### src/rtl/gpio_port_if.sv
// Register-bus interface for gpio_port: word index, write data, strobes and
// registered read data.
interface gpio_port_if;
  logic [2:0]  addr;
  logic [31:0] wdata;
  logic        we;
  logic        re;
  logic [31:0] rdata;

  modport master (
    output addr,
    output wdata,
    output we,
    output re,
    input  rdata
  );

  modport slave (
    input  addr,
    input  wdata,
    input  we,
    input  re,
    output rdata
  );
endinterface

### src/rtl/gpio_port.sv
// Memory-mapped GPIO: synchronised inputs, atomic set/clear outputs and
// per-bit rising/falling edge capture into a W1C status register with irq.
module gpio_port #(
  parameter int unsigned WIDTH       = 8,
  parameter int unsigned SYNC_STAGES = 2,
  parameter logic [31:0] OUT_RESET   = '0
) (
  input  logic             clk,
  input  logic             reset,
  gpio_port_if.slave       bus,
  input  logic [WIDTH-1:0] i,
  output logic [WIDTH-1:0] o,
  output logic             irq
);

  typedef enum logic [2:0] {
    REG_IN      = 3'd0,
    REG_OUT     = 3'd1,
    REG_OUT_SET = 3'd2,
    REG_OUT_CLR = 3'd3,
    REG_RISE_EN = 3'd4,
    REG_FALL_EN = 3'd5,
    REG_STATUS  = 3'd6,
    REG_RSVD    = 3'd7
  } reg_addr_e;

  reg_addr_e        addr_e;
  logic [WIDTH-1:0] wr_val;
  logic             unused_wdata_bits;

  logic [WIDTH-1:0] sync_q [SYNC_STAGES];
  logic [WIDTH-1:0] prev_q;
  logic [WIDTH-1:0] in_val;

  logic [WIDTH-1:0] o_q, o_d;
  logic [WIDTH-1:0] rise_en_q, rise_en_d;
  logic [WIDTH-1:0] fall_en_q, fall_en_d;
  logic [WIDTH-1:0] status_q, status_d;
  logic [31:0]      rdata_q, rdata_d;

  logic [WIDTH-1:0] clr;
  logic [WIDTH-1:0] rise;
  logic [WIDTH-1:0] fall;
  logic [WIDTH-1:0] rd_mux;

  assign addr_e            = reg_addr_e'(bus.addr);
  assign wr_val            = bus.wdata[WIDTH-1:0];
  // Bits of wdata above WIDTH carry no meaning for this port.
  assign unused_wdata_bits = ^bus.wdata;

  assign in_val = sync_q[SYNC_STAGES-1];
  assign rise   = in_val & ~prev_q & rise_en_q;
  assign fall   = ~in_val & prev_q & fall_en_q;

  // Write decode and next-state for the software-visible registers.
  always_comb begin
    // NOTE: every output of this block gets a default first, so no path
    // leaves a value unassigned and no latch is inferred.
    o_d       = o_q;
    rise_en_d = rise_en_q;
    fall_en_d = fall_en_q;
    clr       = '0;
    if (bus.we) begin
      unique case (addr_e)
        REG_OUT:     o_d       = wr_val;
        REG_OUT_SET: o_d       = o_q | wr_val;
        REG_OUT_CLR: o_d       = o_q & ~wr_val;
        REG_RISE_EN: rise_en_d = wr_val;
        REG_FALL_EN: fall_en_d = wr_val;
        REG_STATUS:  clr       = wr_val;
        default:     ;
      endcase
    end
    // A fresh edge beats a W1C of the same bit in the same cycle.
    status_d = (status_q & ~clr) | rise | fall;
  end

  // Read mux samples pre-write state, so a same-cycle write+read of one
  // register returns the old value.
  always_comb begin
    rd_mux = '0;
    unique case (addr_e)
      REG_IN:      rd_mux = in_val;
      REG_OUT:     rd_mux = o_q;
      REG_RISE_EN: rd_mux = rise_en_q;
      REG_FALL_EN: rd_mux = fall_en_q;
      REG_STATUS:  rd_mux = status_q;
      default:     rd_mux = '0;
    endcase
    rdata_d = bus.re ? 32'(rd_mux) : rdata_q;
  end

  // NOTE: all state here uses non-blocking assignments so every flop samples
  // values from before the edge, independent of statement order.
  always_ff @(posedge clk) begin
    if (reset) begin
      // NOTE: the synchroniser chain is reset too, so a stale pre-reset input
      // cannot appear as an edge right after reset is released.
      for (int s = 0; s < SYNC_STAGES; s++) begin
        sync_q[s] <= '0;
      end
      prev_q    <= '0;
      o_q       <= OUT_RESET[WIDTH-1:0];
      rise_en_q <= '0;
      fall_en_q <= '0;
      status_q  <= '0;
      rdata_q   <= '0;
    end else begin
      sync_q[0] <= i;
      for (int s = 1; s < SYNC_STAGES; s++) begin
        sync_q[s] <= sync_q[s-1];
      end
      prev_q    <= in_val;
      o_q       <= o_d;
      rise_en_q <= rise_en_d;
      fall_en_q <= fall_en_d;
      status_q  <= status_d;
      rdata_q   <= rdata_d;
    end
  end

  assign o         = o_q;
  assign irq       = |status_q;
  assign bus.rdata = rdata_q;

endmodule
### src/flat_wrapper.sv
// flat-port wrapper written by rule: the top's interface ports become plain ports
module gpio_port_flat 
#(
  parameter int unsigned WIDTH       = 8,
  parameter int unsigned SYNC_STAGES = 2,
  parameter logic [31:0] OUT_RESET   = '0
)
  (clk, reset, i, o, irq, bus_addr, bus_wdata, bus_we, bus_re, bus_rdata);
  gpio_port_if bus_i ();
  input  logic clk;
  input  logic reset;
  input  logic [WIDTH-1:0] i;
  output logic [WIDTH-1:0] o;
  output logic irq;
  input wire logic [$bits(bus_i.addr)-1:0] bus_addr;
  input wire logic [$bits(bus_i.wdata)-1:0] bus_wdata;
  input wire logic [$bits(bus_i.we)-1:0] bus_we;
  input wire logic [$bits(bus_i.re)-1:0] bus_re;
  output wire logic [$bits(bus_i.rdata)-1:0] bus_rdata;
  assign bus_i.addr = bus_addr;
  assign bus_i.wdata = bus_wdata;
  assign bus_i.we = bus_we;
  assign bus_i.re = bus_re;
  assign bus_rdata = bus_i.rdata;
  gpio_port #(.WIDTH(WIDTH), .SYNC_STAGES(SYNC_STAGES), .OUT_RESET(OUT_RESET)) u_core (.clk(clk), .reset(reset), .bus(bus_i), .i(i), .o(o), .irq(irq));
endmodule
### config.mk
export PLATFORM = sky130hd
export DESIGN_NAME = gpio_port_flat
export DESIGN_NICKNAME = d
export VERILOG_FILES = /design/src/rtl/gpio_port_if.sv /design/src/rtl/gpio_port.sv /design/src/flat_wrapper.sv
export SDC_FILE = /design/constraint.sdc
export NUM_CORES = 1
export LEC_CHECK = 0
export CAP_MARGIN = 20
export CORE_MARGIN = 4
export CORE_UTILIZATION = 40
export CTS_BUF_LIST = sky130_fd_sc_hd__clkbuf_4 sky130_fd_sc_hd__clkbuf_8
export DETAILED_ROUTE_END_ITERATION = 10
export PLACE_DENSITY_LB_ADDON = 0.08
export RECOVER_POWER = 25
export SLEW_MARGIN = 40
export SYNTH_ARGS = -nofsm -noshare
export SYNTH_HDL_FRONTEND = slang
export SYNTH_SLANG_ARGS = --single-unit
### constraint.sdc
create_clock -name clk -period 2.2 [get_ports clk]
set_input_delay 0.44 -clock clk [delete_from_list [all_inputs] [get_ports clk]]
set_output_delay 0.44 -clock clk [all_outputs]
set_load 0.005 [all_outputs]
# --- Yosys cells after proc, flatten, opt, wreduce, memory -nomap -nowiden ---
# Memory sizes are Yosys's and may differ from the RTL's.
# Cells that the tools add are included.
word_totals:
  reg_bits: 48
  ram_bits: 16
  inputBits: 47
  mem_count: 1
memory_table:
  columns: ["memory", "depth", "word_bits", "read_ports", "rd_ports_with_merged_regs", "write_ports", "line", "rtl"]
  rows:
  - ["u_core.sync_q", 2, 8, 2, 0, 2, "gpio_port.sv:31", "logic [WIDTH-1:0] sync_q [SYNC_STAGES];"]
op_classes:
  eq_ne: 6
  n_mux: 9
  bitwise: 15
  reduce_logical: 6
ops:
  columns: ["op", "count"]
  rows:
  - ["$and 8x8->8", 6]
  - ["$pmux 8 s5", 1]
  - ["$mux 8", 4]
  - ["$not 8->8", 4]
  - ["$or 8x8->8", 3]
  - ["$pmux 8 s3", 1]
  - ["$eq 3x3->1 const B", 3]
  - ["$reduce_or 8->1", 1]
  - ["$eq 3x2->1 const B", 2]
  - ["$reduce_and 2->1", 3]
  - ["$eq 3x1->1 const B", 1]
  - ["$logic_not 3->1", 1]
  - ["$mux 1", 3]
  - ["$reduce_bool 3->1", 1]
  - ["$or 1x1->1", 2]

# --- Longest topological paths before layout ---
# Gate-level depths: netlist of the first run.
logic_depth:
  word_depth: 7
  depth_mapped: 6
  depth_no_buf: 4

# --- Least setup slack after synthesis of the first run ---
# OpenSTA, ideal clock, no wires.
synth_timing:
  kind: "in2reg"
  startpoint: "input bus_addr[1]"
  endpoint: "register u_core.rise_en_q[0]"
  setup_time_ps: 128
  arrival_time_ps: 1341
  required_ps: 2072
  path_slack_ps: 731
  path_stages: 5
  path_buffers: 2
  path_cell_list: "buf_6 > buf_8 > nor3_4 > mux2i_1 > nor2_1"
synth_between:
  elab_chain_len: 2
synth_lines:
  columns: ["element", "line", "rtl"]
  rows:
  - ["from (decl)", "flat_wrapper.sv:15", "input wire logic [$bits(bus_i.addr)-1:0] bus_addr;"]
  - ["$eq 3x3->1", "gpio_port.sv:64", "unique case (addr_e)"]
  - ["$reduce_and 2->1 (no source line)", null, null]
  - ["to (signal assigned)", "gpio_port.sv:115", "rise_en_q <= rise_en_d;"]
  - ["to (decl)", "gpio_port.sv:36", "logic [WIDTH-1:0] rise_en_q, rise_en_d;"]
# No other way between the ends.
# A chain may end at the register's enable or synchronous reset.

# --- Worst setup path after layout of the first run ---
layout_timing:
  startpoint: "register u_core.status_q[5]"
  endpoint: "output irq"
layout_between:
  elab_chain_len: 1
layout_lines:
  columns: ["element", "line", "rtl"]
  rows:
  - ["from (decl)", "gpio_port.sv:38", "logic [WIDTH-1:0] status_q, status_d;"]
  - ["from (signal assigned)", "gpio_port.sv:117", "status_q <= status_d;"]
  - ["$reduce_or 8->1", "gpio_port.sv:123", "assign irq = |status_q;"]
  - ["to (decl)", "flat_wrapper.sv:14", "output logic irq;"]
# No other way between the ends.

==> out/metrics.cfg, run 1 <==
[setup_path]
crit_start=u_core.status_q[5]$_SDFF_PP0_
cp_max_fo=3
reg2reg_from=u_core.sync_q[0][13]$_SDFF_PP0_
reg2reg_slack_ns=1.03
worst_path_max_delay_cell=clkdlybuf4s50_1
startpoint_type=flop
cp.buffers_inverters=1
worstPathCellList=nor4_1 -> nand2_1 -> clkdlybuf4s50_1
cpPeakStageDelay_ns=0.46
required_ns=1.76
worstPathArrival_ns=1.66
cpLargestDelayFamily=simple AND/OR/NAND/NOR gates
critPathCaptureType=primary output
crit_type=flop to primary output

[yosys]
ys_seq_area_share_pct=44.7
synth_top_family_by_area=simple AND/OR/NAND/NOR gates
post-synth-top-area-cell=dfxtp_1
synth_simple_gate_area_share_pct=24.1
synthAdderAreaFrac_pct=0
synth_xor_area_share_pct=0.567
synth_top_cells_by_count=64 x dfxtp_1, 43 x nand2_1, 32 x a21oi_1, 32 x nor2b_1, 26 x buf_4
synthArstFlopShare_pct=0
synth.avg_cell_area_um2=8.87
syn_inst=323
synth_most_common_cell=dfxtp_1
muxShareOfSynthArea_pct=8.69
synth_seq_cells=64
synth_top_cell_area_share_pct=44.7
ys_types=29
synth_edf_count=0
yosys-top-cells-area=dfxtp_1 45%, nor2b_1 7.0%, buf_4 6.8%
yosysWarnings=0
synthesis.area_um2=2870
synth-main-ff-cell=dfxtp_1
synth_compound_area_share_pct=11.8

[floorplan]
start_util_pct=41.7
core_um2=6870
die_x_um=92.7
row_count=30
die_area_um2=8580
dieHeight_um=92.7
io_pins=88

[layout]
num_antenna_cells=0
area_growth_pct=22.3
nFillCells=691
register_area_um2=1280
layout-drive-gt1-share_pct=14.0
multi_input_area_um2=1380
final_nets=420

[power_and_ir_drop]
p_per_area_nw_per_um2=675
peakVddDrop_uv=331
fin_total_pwr_uw=2370
cellLeakagePower_uw=0.00131

[drt]
firstDrtPassIters=4
wirelength_mm=6.62
viasPerCell=4.72
drcViolationCount=0
drtIter0Drc=69
final_antenna_net_count=0
vias=2235
routedWlPerCell_um=14.0

[sta]
drv_slew=0
whs_ns=0.437
finalClockSkew_ns=0.00421
fin_crit_sh_pct=95.2
finalHoldViolations=0
tightest_slew_ns=0.792
rsz0062_at_grt=false
fin_tns_setup_ns=0
setup_violations=0
slew_headroom_pct=47.2
fmax_ghz=0.477
period_minus_slack_ns=2.10

[grt]
grt_max_degree=30
first_global_vias=1970
grt_pass1_wl_mm=10.5
grt_use_total_pct=15.9
grt.overflow.total=0
antenna_found_initial=0

[clock_network]
cts.repair.resized=0
tritoncts=yes
clock_sinks=64
path_clk_slew_ns=0.07
clk_latency_ns=0.33
cts_buffers=9
cts_root_buffer=clkbuf_8
cts_buffer_depth=2
hold_buffers=0
postCtsSetupRepairBufs=0
htree_levels=3

[placed_design]
gp_congestion=0.770
io_buffers=39
hpwl_mm=4.49

[worst_hold_path]
worstHoldPathType=flop to flop
min-delay-start=u_core.sync_q[0][0]$_SDFF_PP0_

[run]
cap_violations=0

[status]
outcome=finished, final reports clean

worst register-to-register path: stages (launching register included):
cell	delay [ns]
dfxtp_1	0.40
nor3b_1	0.21
a21oi_1	0.07
o221a_2	0.27
nor3_1	0.16
cells in the final DEF (no fill, tap or decap), types with 2 or more instances in the layout:
master,count
a21oi_1,32
buf_12,2
buf_4,15
clkbuf_1,2
clkbuf_8,10
clkdlybuf4s50_1,38
clkinv_2,4
clkinvlp_4,2
conb_1,24
dfxtp_1,64
mux2_2,7
mux2i_1,17
nand2_1,43
nand3b_1,9
nor2_1,25
nor2b_1,32
nor3_1,8
nor3b_1,7
nor4_1,2
o21ai_0,18
o221a_2,7
area by class of cell:
type                       count  area share (%)
clock inverter                 6           0.999
inverter                       1           0.107
tap                           96            3.42
clock buffer                  10            3.92
multi-input combinational    239            39.5
timing repair buffer          58            15.6
sequential                    64            36.5
path summary, 6_finish.rpt:
kind | end | depth (start not counted)
max reg2reg | u_core.bus.rdata[5]$_SDFFE_PP0P_ | 4
min reg2reg | u_core.sync_q[0][8]$_SDFF_PP0_ | 1
min | u_core.sync_q[0][8]$_SDFF_PP0_ | 1
max | irq | 3
state kept, by name, summed over array words and instances (netlist names):
register          cells
u_core.prev_q         8
u_core.sync_q        16
u_core.bus.rdata      8
u_core.fall_en_q      8
u_core.rise_en_q      8
u_core.o              8
u_core.status_q       8
through the flow:
stage / instance area [um^2] / setup WS [ns] / utilization (%) / cells
floorplan: 2950 / 0.731 / - / 346
global placement: 3340 / 0.130 / 48.7 / 458
detailed placement: 3340 / 0.128 / 48.7 / 458
CTS: 3510 / 0.0606 / 51.2 / 474
global route: 3510 / 0.0243 / 51.1 / 474
finish: 3510 / 0.105 / 51.1 / 474
where the power goes:
part | total [uW] | switching (uW) | internal [uW]
registers | 1220 | 21.7 | 1200
logic | 261 | 128 | 133
clock network | 888 | 457 | 431
total | 2370 | 607 | 1760
cell families after synthesis:
| kind of cell | after synthesis |
|---|---|
| simple gates | 132 |
| flops | 64 |
| compound gates | 58 |
| buf+inv | 43 |
| mux | 24 |
| xor+xnor | 1 |
| other cells | 1 |
layer usage:
| metal | global-route usage [%] | wire (um) | up-vias |
|---|---|---|---|
| li1 | - | - | 1144 |
| met1 | 23.2 | 3380 | 1008 |
| met2 | 22.2 | 2660 | 71 |
| met3 | 3.66 | 448 | 12 |
| met4 | 6.96 | 125 | 0 |
| met5 | 0 | 0 | - |
No activity file was read; power rests on OpenSTA's default activity.
==> run 2: changes to the inputs <==
--- a/config.mk
+++ b/config.mk
@@ -6,7 +6,6 @@
 export NUM_CORES = 1
 export LEC_CHECK = 0
 export CAP_MARGIN = 20
-export CORE_MARGIN = 4
 export CORE_UTILIZATION = 40
 export CTS_BUF_LIST = sky130_fd_sc_hd__clkbuf_4 sky130_fd_sc_hd__clkbuf_8
 export DETAILED_ROUTE_END_ITERATION = 10
==> out/metrics.cfg, run 2 (same netlist as run 1, synthesis figures left out) <==
[status]
outcome=finished, final reports clean

[clock_network]
clock_sinks=64
tritoncts=yes
clk_latency_ns=0.34
cts.repair.resized=0
postCtsSetupRepairBufs=0
hold_buffers=0
cts_buffers=9
cts_root_buffer=clkbuf_8
htree_levels=3
cts_buffer_depth=2
path_clk_slew_ns=0.07

[power_and_ir_drop]
cellLeakagePower_uw=0.00134
p_comb_share_pct=10.7
switching_share_pct=24.6
fin_total_pwr_uw=2470
clkPwrFrac_pct=40.0
power_frac_seq_pct=49.3
p_switching_uw=606
internal_power_uw=1860
peakVddDrop_uv=321
p_per_area_nw_per_um2=696

[floorplan]
die_area_um2=7510
start_util_pct=41.7
row_count=30
core_um2=6870
io_pins=88
dieHeight_um=86.7
die_x_um=86.7

[placed_design]
hpwl_mm=4.43
gp_congestion=0.848
io_buffers=39
pre_cts_ws_ns=0.124
dpl.cell_count=462

[sta]
finalClockSkew_ns=0.00766
fin_crit_sh_pct=92.9
tightest_slew_ns=0.954
worst_slack_ns=0.156
period_minus_slack_ns=2.04
fin_tns_setup_ns=0
setup_violations=0
slew_headroom_pct=36.4
rsz0062_at_grt=false
fmax_ghz=0.489
drv_slew=0
finalHoldViolations=0

[layout]
layout-drive-gt1-share_pct=15.2
instances_no_fill=478
nFillCells=664
layout_commonest_cell=dfxtp_1
final_cell_mix=64 x dfxtp_1, 43 x nand2_1, 38 x clkdlybuf4s50_1, 32 x nor2b_1, 32 x a21oi_1
largest_reg_flops=16
num_antenna_cells=0
final_nets=424
area_growth_pct=23.7
regMostFlops=u_core.sync_q

[drt]
wirelength_mm=6.48
drcViolationCount=0
routedWlPerCell_um=13.6
final_antenna_net_count=0
drtIter0Drc=116
vias=2264
firstDrtPassIters=4
viasPerCell=4.74

[grt]
grt_pass1_wl_mm=10.2
grt_use_total_pct=18.4
grt_use_met1_pct=27.4
grt.overflow.total=0
antenna_found_initial=0
first_global_vias=1951
grtUsageMet2_pct=25.6
grt.busiest_layer=met1
grt_max_degree=30
use_met3_pct=3.71

[setup_path]
worstPathArrival_ns=1.60
worst_path_max_delay_cell=clkdlybuf4s50_1
cp.buffers_inverters=1
cpLargestDelayFamily=simple AND/OR/NAND/NOR gates
cp_max_fo=3
crit_type=flop to primary output
required_ns=1.76
startpoint_type=flop
worstPathCellList=nor4_1 -> nand2_1 -> clkdlybuf4s50_1
cpPeakStageDelay_ns=0.46
critPathCaptureType=primary output

[worst_hold_path]
worstHoldPathType=flop to flop

[run]
cap_violations=0

## run 2: cell type report
| cell class | count | area, um^2 | share of cell area [%] |
|---|---|---|---|
| Clock inverter | 6 | 60.1 | 1.69 |
| Timing Repair Buffer | 62 | 567 | 16.0 |
| Clock buffer | 10 | 131 | 3.70 |
| Multi-Input combinational cell | 239 | 1380 | 39.0 |
| Sequential cell | 64 | 1280 | 36.1 |
| Tap cell | 96 | 120 | 3.39 |
| Inverter | 1 | 3.75 | 0.106 |
## run 2: per-layer routing
metal,up-vias,wire [um]
met3,2,346
met4,0,31
met5,-,0
met1,1035,3400
li1,1150,-
met2,77,2700
## run 2: final timing paths
| path | start | endpoint | slack (ns) | cells past startpoint |
|---|---|---|---|---|
| hold / removal | u_core.sync_q[0][0]$_SDFF_PP0_ | u_core.sync_q[0][8]$_SDFF_PP0_ | 0.43 | 1 |
| hold reg to reg | u_core.sync_q[0][0]$_SDFF_PP0_ | u_core.sync_q[0][8]$_SDFF_PP0_ | 0.43 | 1 |
| setup / recovery | u_core.status_q[5]$_SDFF_PP0_ | irq | 0.16 | 3 |
| setup reg to reg | u_core.sync_q[0][13]$_SDFF_PP0_ | u_core.bus.rdata[5]$_SDFFE_PP0P_ | 1.01 | 4 |
## run 2: power by group through the flow
stage / clock, uW / sequential, uW / combinational [uW]
6_report: 987 / 1220 / 263
5_1_grt: 1060 / 1220 / 292
4_1_cts: 1010 / 1220 / 268
3_5_place_dp: 0 / 1240 / 267
3_3_place_gp: 0 / 1240 / 265
2_1_floorplan: 0 / 1240 / 171
## run 2: metrics by stage
step	area, um^2	hold slack [ns]	util [%]
after detailed placement	3370	0.425	49.1
final	3550	0.430	51.6
after floorplan	2950	0.414	-
after global placement	3370	0.416	49.1
after CTS	3560	0.439	51.9
after global routing	3550	0.457	51.6
==> run 3: changes to the inputs <==
--- a/config.mk
+++ b/config.mk
@@ -9,9 +9,12 @@
 export CORE_UTILIZATION = 40
 export CTS_BUF_LIST = sky130_fd_sc_hd__clkbuf_4 sky130_fd_sc_hd__clkbuf_8
 export DETAILED_ROUTE_END_ITERATION = 10
+export GPL_TIMING_DRIVEN = 1
 export PLACE_DENSITY_LB_ADDON = 0.08
 export RECOVER_POWER = 25
+export SKIP_LAST_GASP = 1
 export SLEW_MARGIN = 40
 export SYNTH_ARGS = -nofsm -noshare
 export SYNTH_HDL_FRONTEND = slang
 export SYNTH_SLANG_ARGS = --single-unit
+export TNS_END_PERCENT = 100
==> results of run 3 <==
Same layout as run 2: the final DEF is identical, and so are final timing and power.
